### src/rtl/keypad_scan_ctrl.sv
// 4x4 keypad scanner: column drive, row sync, frame debounce and press events with valid/ready.
// Optional auto-repeat compiled in when AUTO_REPEAT_EN is defined.
module keypad_scan_ctrl #(
  parameter int unsigned SCAN_DIV       = 4,
  parameter int unsigned DEBOUNCE_SCANS = 3,
  parameter int unsigned REPEAT_DELAY   = 32,
  parameter int unsigned REPEAT_RATE    = 8
) (
  input  logic        clk,
  input  logic        reset,
  input  logic [3:0]  rows_n,
  output logic [3:0]  cols_n,
  output logic [15:0] buttons,
  output logic        key_valid,
  output logic [4:0]  key_code,
  input  logic        key_ready,
  output logic        overrun
);

  localparam int unsigned DivW = (SCAN_DIV > 1) ? $clog2(SCAN_DIV) : 1;
  localparam int unsigned CntW = $clog2(DEBOUNCE_SCANS + 1);
  localparam logic [DivW-1:0] DivLast = DivW'(SCAN_DIV - 1);
  localparam logic [CntW-1:0] CntMax  = CntW'(DEBOUNCE_SCANS);

  typedef enum logic [1:0] {StCol0, StCol1, StCol2, StCol3} state_e;

  state_e          r_state, w_state_next;
  logic [DivW-1:0] r_div;
  logic [3:0]      r_cols_n, w_cols_next;
  logic [3:0]      r_rows_meta, r_rows_sync;
  logic [15:0]     r_raw, w_raw_next;
  logic [15:0]     r_prev;
  logic [CntW-1:0] r_stable_cnt, w_cnt_next;
  logic            r_commit;
  logic [15:0]     r_buttons, r_btn_prev;
  logic            r_key_valid;
  logic [4:0]      r_key_code;
  logic            r_overrun;
  logic            w_col_last, w_frame_end, w_same;
  logic [15:0]     w_inv;
  logic            w_single, w_press_evt, w_rep_evt, w_event, w_accept;
  logic [3:0]      w_idx;

  // Rows are asynchronous to clk.
  always_ff @(posedge clk or posedge reset) begin
    if (reset) begin
      r_rows_meta <= 4'hF;
      r_rows_sync <= 4'hF;
    end else begin
      r_rows_meta <= rows_n;
      r_rows_sync <= r_rows_meta;
    end
  end

  assign w_col_last  = (r_div == DivLast);
  assign w_frame_end = w_col_last && (r_state == StCol3);

  always_ff @(posedge clk or posedge reset) begin
    if (reset) begin
      r_state  <= StCol0;
      r_div    <= '0;
      r_cols_n <= 4'b1110;
    end else begin
      r_state  <= w_state_next;
      r_div    <= w_col_last ? '0 : r_div + DivW'(1);
      r_cols_n <= w_cols_next;
    end
  end

  always_comb begin
    w_state_next = r_state;
    w_cols_next  = 4'b1110;
    unique case (r_state)
      StCol0:  if (w_col_last) w_state_next = StCol1;
      StCol1:  if (w_col_last) w_state_next = StCol2;
      StCol2:  if (w_col_last) w_state_next = StCol3;
      StCol3:  if (w_col_last) w_state_next = StCol0;
      default: w_state_next = StCol0;
    endcase
    // Registered column drive keeps cols_n glitch-free.
    unique case (w_state_next)
      StCol0:  w_cols_next = 4'b1110;
      StCol1:  w_cols_next = 4'b1101;
      StCol2:  w_cols_next = 4'b1011;
      StCol3:  w_cols_next = 4'b0111;
      default: w_cols_next = 4'b1110;
    endcase
  end

  always_comb begin
    w_raw_next = r_raw;
    if (w_col_last) begin
      unique case (r_state)
        StCol0:  w_raw_next[3:0]   = r_rows_sync;
        StCol1:  w_raw_next[7:4]   = r_rows_sync;
        StCol2:  w_raw_next[11:8]  = r_rows_sync;
        StCol3:  w_raw_next[15:12] = r_rows_sync;
        default: w_raw_next = r_raw;
      endcase
    end
  end

  // The frame compared at frame end includes the column-3 nibble captured in that same cycle.
  assign w_same = (w_raw_next == r_prev);

  always_comb begin
    w_cnt_next = CntW'(1);
    if (w_same) begin
      w_cnt_next = (r_stable_cnt == CntMax) ? CntMax : r_stable_cnt + CntW'(1);
    end
  end

  always_ff @(posedge clk or posedge reset) begin
    if (reset) begin
      r_raw        <= 16'hFFFF;
      r_prev       <= 16'hFFFF;
      r_stable_cnt <= '0;
      r_commit     <= 1'b0;
      r_buttons    <= 16'hFFFF;
      r_btn_prev   <= 16'hFFFF;
    end else begin
      r_raw      <= w_raw_next;
      r_commit   <= 1'b0;
      r_btn_prev <= r_buttons;
      if (w_frame_end) begin
        r_stable_cnt <= w_cnt_next;
        r_prev       <= w_raw_next;
        r_commit     <= (w_cnt_next == CntMax);
      end
      if (r_commit) begin
        r_buttons <= r_raw;
      end
    end
  end

  assign w_inv    = ~r_buttons;
  assign w_single = (w_inv != 16'h0000) && ((w_inv & (w_inv - 16'd1)) == 16'h0000);

  always_comb begin
    w_idx = 4'd0;
    for (int i = 0; i < 16; i++) begin
      if (w_inv[i]) w_idx = 4'(i);
    end
  end

  // A press event needs the all-released vector immediately before the single-key one.
  assign w_press_evt = w_single && (r_btn_prev == 16'hFFFF);

`ifdef AUTO_REPEAT_EN
  localparam int unsigned RepMax = (REPEAT_DELAY > REPEAT_RATE) ? REPEAT_DELAY : REPEAT_RATE;
  localparam int unsigned RepW   = $clog2(RepMax + 1);

  logic [RepW-1:0] r_rep_cnt, w_rep_target;
  logic            r_rep_first;
  logic            r_rep_evt;

  assign w_rep_target = r_rep_first ? RepW'(REPEAT_DELAY) : RepW'(REPEAT_RATE);

  always_ff @(posedge clk or posedge reset) begin
    if (reset) begin
      r_rep_cnt   <= '0;
      r_rep_first <= 1'b1;
      r_rep_evt   <= 1'b0;
    end else begin
      r_rep_evt <= 1'b0;
      if ((r_buttons != r_btn_prev) || !w_single) begin
        r_rep_cnt   <= '0;
        r_rep_first <= 1'b1;
      end else if (w_frame_end) begin
        if ((r_rep_cnt + RepW'(1)) == w_rep_target) begin
          r_rep_evt   <= 1'b1;
          r_rep_cnt   <= '0;
          r_rep_first <= 1'b0;
        end else begin
          r_rep_cnt <= r_rep_cnt + RepW'(1);
        end
      end
    end
  end

  assign w_rep_evt = r_rep_evt;
`else
  // No repeat hardware; the repeat parameters stay referenced but contribute nothing.
  assign w_rep_evt = 1'b0 & (REPEAT_DELAY != 0) & (REPEAT_RATE != 0);
`endif

  assign w_event  = w_press_evt | w_rep_evt;
  assign w_accept = r_key_valid & key_ready;

  always_ff @(posedge clk or posedge reset) begin
    if (reset) begin
      r_key_valid <= 1'b0;
      r_key_code  <= 5'd0;
      r_overrun   <= 1'b0;
    end else begin
      if (w_event) begin
        if (!r_key_valid || w_accept) begin
          r_key_valid <= 1'b1;
          r_key_code  <= {1'b0, w_idx} + 5'd1;
        end else begin
          r_overrun <= 1'b1;
        end
      end else if (w_accept) begin
        r_key_valid <= 1'b0;
      end
    end
  end

  assign cols_n    = r_cols_n;
  assign buttons   = r_buttons;
  assign key_valid = r_key_valid;
  assign key_code  = r_key_code;
  assign overrun   = r_overrun;

endmodule
### config.mk
export PLATFORM = sky130hd
export DESIGN_NAME = keypad_scan_ctrl
export DESIGN_NICKNAME = d
export VERILOG_FILES = /design/src/rtl/keypad_scan_ctrl.sv
export SDC_FILE = /design/constraint.sdc
export NUM_CORES = 1
export LEC_CHECK = 0
export BUFFER_PORTS_ARGS = -buffer_cell sky130_fd_sc_hd__buf_4
export CAP_MARGIN = 15
export CORE_ASPECT_RATIO = 1.4
export CORE_MARGIN = 2
export CORE_UTILIZATION = 59
export DETAILED_ROUTE_END_ITERATION = 10
export PLACE_DENSITY_LB_ADDON = 0.3
export SLEW_MARGIN = 40
export SYNTH_ARGS = -nofsm -noshare
export SYNTH_HDL_FRONTEND = slang
export SYNTH_SLANG_ARGS = --single-unit
### constraint.sdc
create_clock -name clk -period 3.4 [get_ports clk]
set_clock_uncertainty 0.15 [all_clocks]
set_input_delay 0.68 -clock clk [delete_from_list [all_inputs] [get_ports clk]]
set_output_delay 0.68 -clock clk [all_outputs]
set_load 0.03 [all_outputs]
==> flow_summary.ini <==
[place]
hpwl_mm = 5.54
gp_congestion = 0.896
preCtsSetupSlack_ns = 0.772
numPortBuffers = 33

[cts]
postCtsHoldBufs = 0
htree_levels = 3
insertion_delay_ns = 0.36
cts_setup_buffers = 0
cts_tree = built
cts_repair_resize_count = 0
clk_pin_slew_ns = 0.09
cts_sinks = 90
cts_buffers = 9
cts_buffer_depth = 2
clk_root_buffer_cell = clkbuf_8

[setup_path]
cp.required_ns = 3.51
timing.critical_path.fanout_max = 8
start_kind = flop
critPathCaptureType = flop
criticalPathCategory = reg2reg
startpoint = r_div[0]$_DFF_PP0_
rrSetupSlack_ns = 0.76
crit_path_end = r_stable_cnt[0]$_DFFE_PP0P_
arrival_ns = 2.75
ff2ff_path_depth = 7
worstReg2RegEnd = r_stable_cnt[0]$_DFFE_PP0P_
reg2reg_from = r_div[0]$_DFF_PP0_

[drt]
routed_wl_mm = 7.58
drt_first_pass_iters = 4
detail-route-antenna-nets = 0
num_vias = 2661
viasPerCell = 5.87
drt_iter0_markers = 162
drc = 0
wl_per_cell_um = 16.7

[yosys]
syn_inst = 341
synth_seq_area_share_pct = 58.8
yosysUniqueCellTypes = 50
synth-edff-count = 0
synth_flop_cell = dfstp_2
async_flop_share_pct = 100
syn_avg_cell_area_um2 = 11.7
synth_fp_nets = 350
ys_ff_latch = 90
syn_area_mm2 = 0.00399
yosys_warnings = 0

[min_path]
min-delay-path-class = reg2reg
hold_depth = 0

[floorplan]
dieArea_mm2 = 0.00745
die_h_um = 101
die_x_um = 73.5
ioPinCount = 34
coreArea_mm2 = 0.00657
start_util_pct = 60.8
num_rows = 35

[global_route]
grt_antenna_before_repair = 0
track_usage_pct = 22.8
grt-ovfl-total = 0
grt_pass1_vias = 2688
grt_first_pass_wirelength_mm = 12.6
grt_max_degree = 54

[final_layout]
drive_above_1_share_pct = 41.7
seq_area_mm2 = 0.00235
multi_input_area_mm2 = 0.00146
area.growth.synth_to_final_pct = 11.4
fillCellCount = 484
finalNetCount = 383
diodes = 0
final_util_pct = 67.7

[sta]
setup-violations-final = 0
min_period_ns = 2.64
clock.fmax_mhz = 379
maxSlewHeadroom_pct = 56.2
grt_setup_unrepaired = false
finalWorstSetupSlack_ns = 0.763
fin_crit_sh_pct = 77.6
hold_viol = 0
tns_ns = 0
slew_violations = 0
worst_pin_slew_ns = 0.658

[flow_run]
maxCapViolations = 0

[power]
p_per_area_mw_per_mm2 = 423
p_leak_nw = 1.95
vdd_ir_drop_max_uv = 327
power_mw = 1.88

[run_status]
status = finished clean
metrics by stage:
step / cells / hold slack [ns] / cell area, um2
3_3_place_gp: 437 / 0.196 / 4270
3_5_place_dp: 437 / 0.197 / 4270
2_1_floorplan: 341 / 0.195 / 3990
4_1_cts: 453 / 0.210 / 4450
5_1_grt: 453 / 0.212 / 4450
6_report: 453 / 0.209 / 4450
worst max-delay path: stages (launching register included):
cell and delay, ns:
dfrtp_1 0.35, ha_1 0.39, nor3b_4 0.48, mux2i_1 0.34, xnor2_1 0.11, nor4_1 0.37
nand3_2 0.15, o22a_1 0.19
report_power, final:
group / switching, mW / internal [mW] / leakage (nW)
registers: 0.0256 / 1.12 / 0.972
clock network: 0.383 / 0.273 / 0.0799
logic: 0.0495 / 0.0348 / 0.896
area by class of cell:
class	instances	area share (%)
clock buffer	10	2.87
clock inverter	6	1.10
inverter	26	2.25
multi-input combinational	211	32.9
sequential	90	52.8
tap	74	2.08
timing repair buffer	36	6.08
cell usage after synthesis, types with 2 or more instances:
cell / count / area [um2]
nor3_1: 2 / 10.0
o2111ai_1: 2 / 17.5
ha_1: 2 / 25.0
nand3b_4: 2 / 40.0
o2111a_1: 2 / 22.5
o22ai_1: 3 / 18.8
nor4_1: 2 / 12.5
nand4_1: 11 / 68.8
and2_1: 3 / 18.8
inv_1: 26 / 97.6
nand3_1: 7 / 35.0
buf_2: 3 / 15.0
nand2b_1: 6 / 37.5
xnor2_1: 10 / 87.6
buf_6: 4 / 45.0
nand2_1: 50 / 188
nand3b_1: 2 / 15.0
nor2b_1: 5 / 31.3
o22a_1: 2 / 17.5
clkbuf_1: 6 / 22.5
dfrtp_1: 15 / 375
a211oi_1: 3 / 22.5
a21oi_1: 12 / 60.1
dfstp_2: 75 / 1970
mux2i_1: 10 / 100
o21ai_0: 18 / 90.1
a22oi_1: 2 / 15.0
a32oi_1: 2 / 17.5
a31oi_1: 3 / 18.8
mux2_2: 23 / 259
nor2_1: 9 / 33.8
registers in the layout, indices dropped and copies added (netlist names):
register	flops
r_raw	16
key_valid	1
key_code	5
r_stable_cnt	2
r_state	2
r_btn_prev	16
r_commit	1
r_div	2
r_prev	16
overrun	1
cols_n	4
buttons	16
r_rows_sync	4
r_rows_meta	4
placed cells by master (no fill, tap or decap), drive strengths merged, types with 4 or more instances in the layout:
| cell type | instances |
|---|---|
| nand3 | 8 |
| dfrtp | 15 |
| nor2b | 5 |
| mux2i | 10 |
| nand2 | 50 |
| clkbuf | 10 |
| a21oi | 12 |
| nand2b | 6 |
| nand3b | 4 |
| nor2 | 9 |
| o21ai | 18 |
| mux2 | 23 |
| nand4 | 11 |
| inv | 29 |
| dfstp | 75 |
| buf | 36 |
| xnor2 | 10 |
worst min-delay path by stage:
stage                             startpoint                       end  slack [ns]
CTS                 r_rows_meta[1]$_DFF_PP1_  r_rows_sync[1]$_DFF_PP1_        0.21
detailed placement  r_rows_meta[1]$_DFF_PP1_  r_rows_sync[1]$_DFF_PP1_        0.20
global route        r_rows_meta[1]$_DFF_PP1_  r_rows_sync[1]$_DFF_PP1_        0.21
finish              r_rows_meta[1]$_DFF_PP1_  r_rows_sync[1]$_DFF_PP1_        0.21
global placement    r_rows_meta[1]$_DFF_PP1_  r_rows_sync[1]$_DFF_PP1_        0.20
floorplan           r_rows_meta[0]$_DFF_PP1_  r_rows_sync[0]$_DFF_PP1_        0.20
routing by layer:
layer | up-vias | wire [um] | global-route usage [%]
li1 | 1253 | - | -
met1 | 1317 | 2950 | 26.3
met2 | 67 | 4060 | 39.1
met3 | 24 | 258 | 2.89
met4 | 0 | 314 | 14.8
met5 | - | 0 | 0
kinds of logic after synthesis:
| kind of cell | Yosys count | share of synthesized area, % |
|---|---|---|
| xor+xnor | 11 | 2.41 |
| mux | 33 | 8.99 |
| flops | 90 | 58.8 |
| compound gates | 60 | 10.6 |
| buf+inv | 40 | 4.64 |
| fa+ha+maj | 2 | 0.627 |
| simple gates | 105 | 14.0 |
Note: power is estimated with default switching activity, not from simulation.
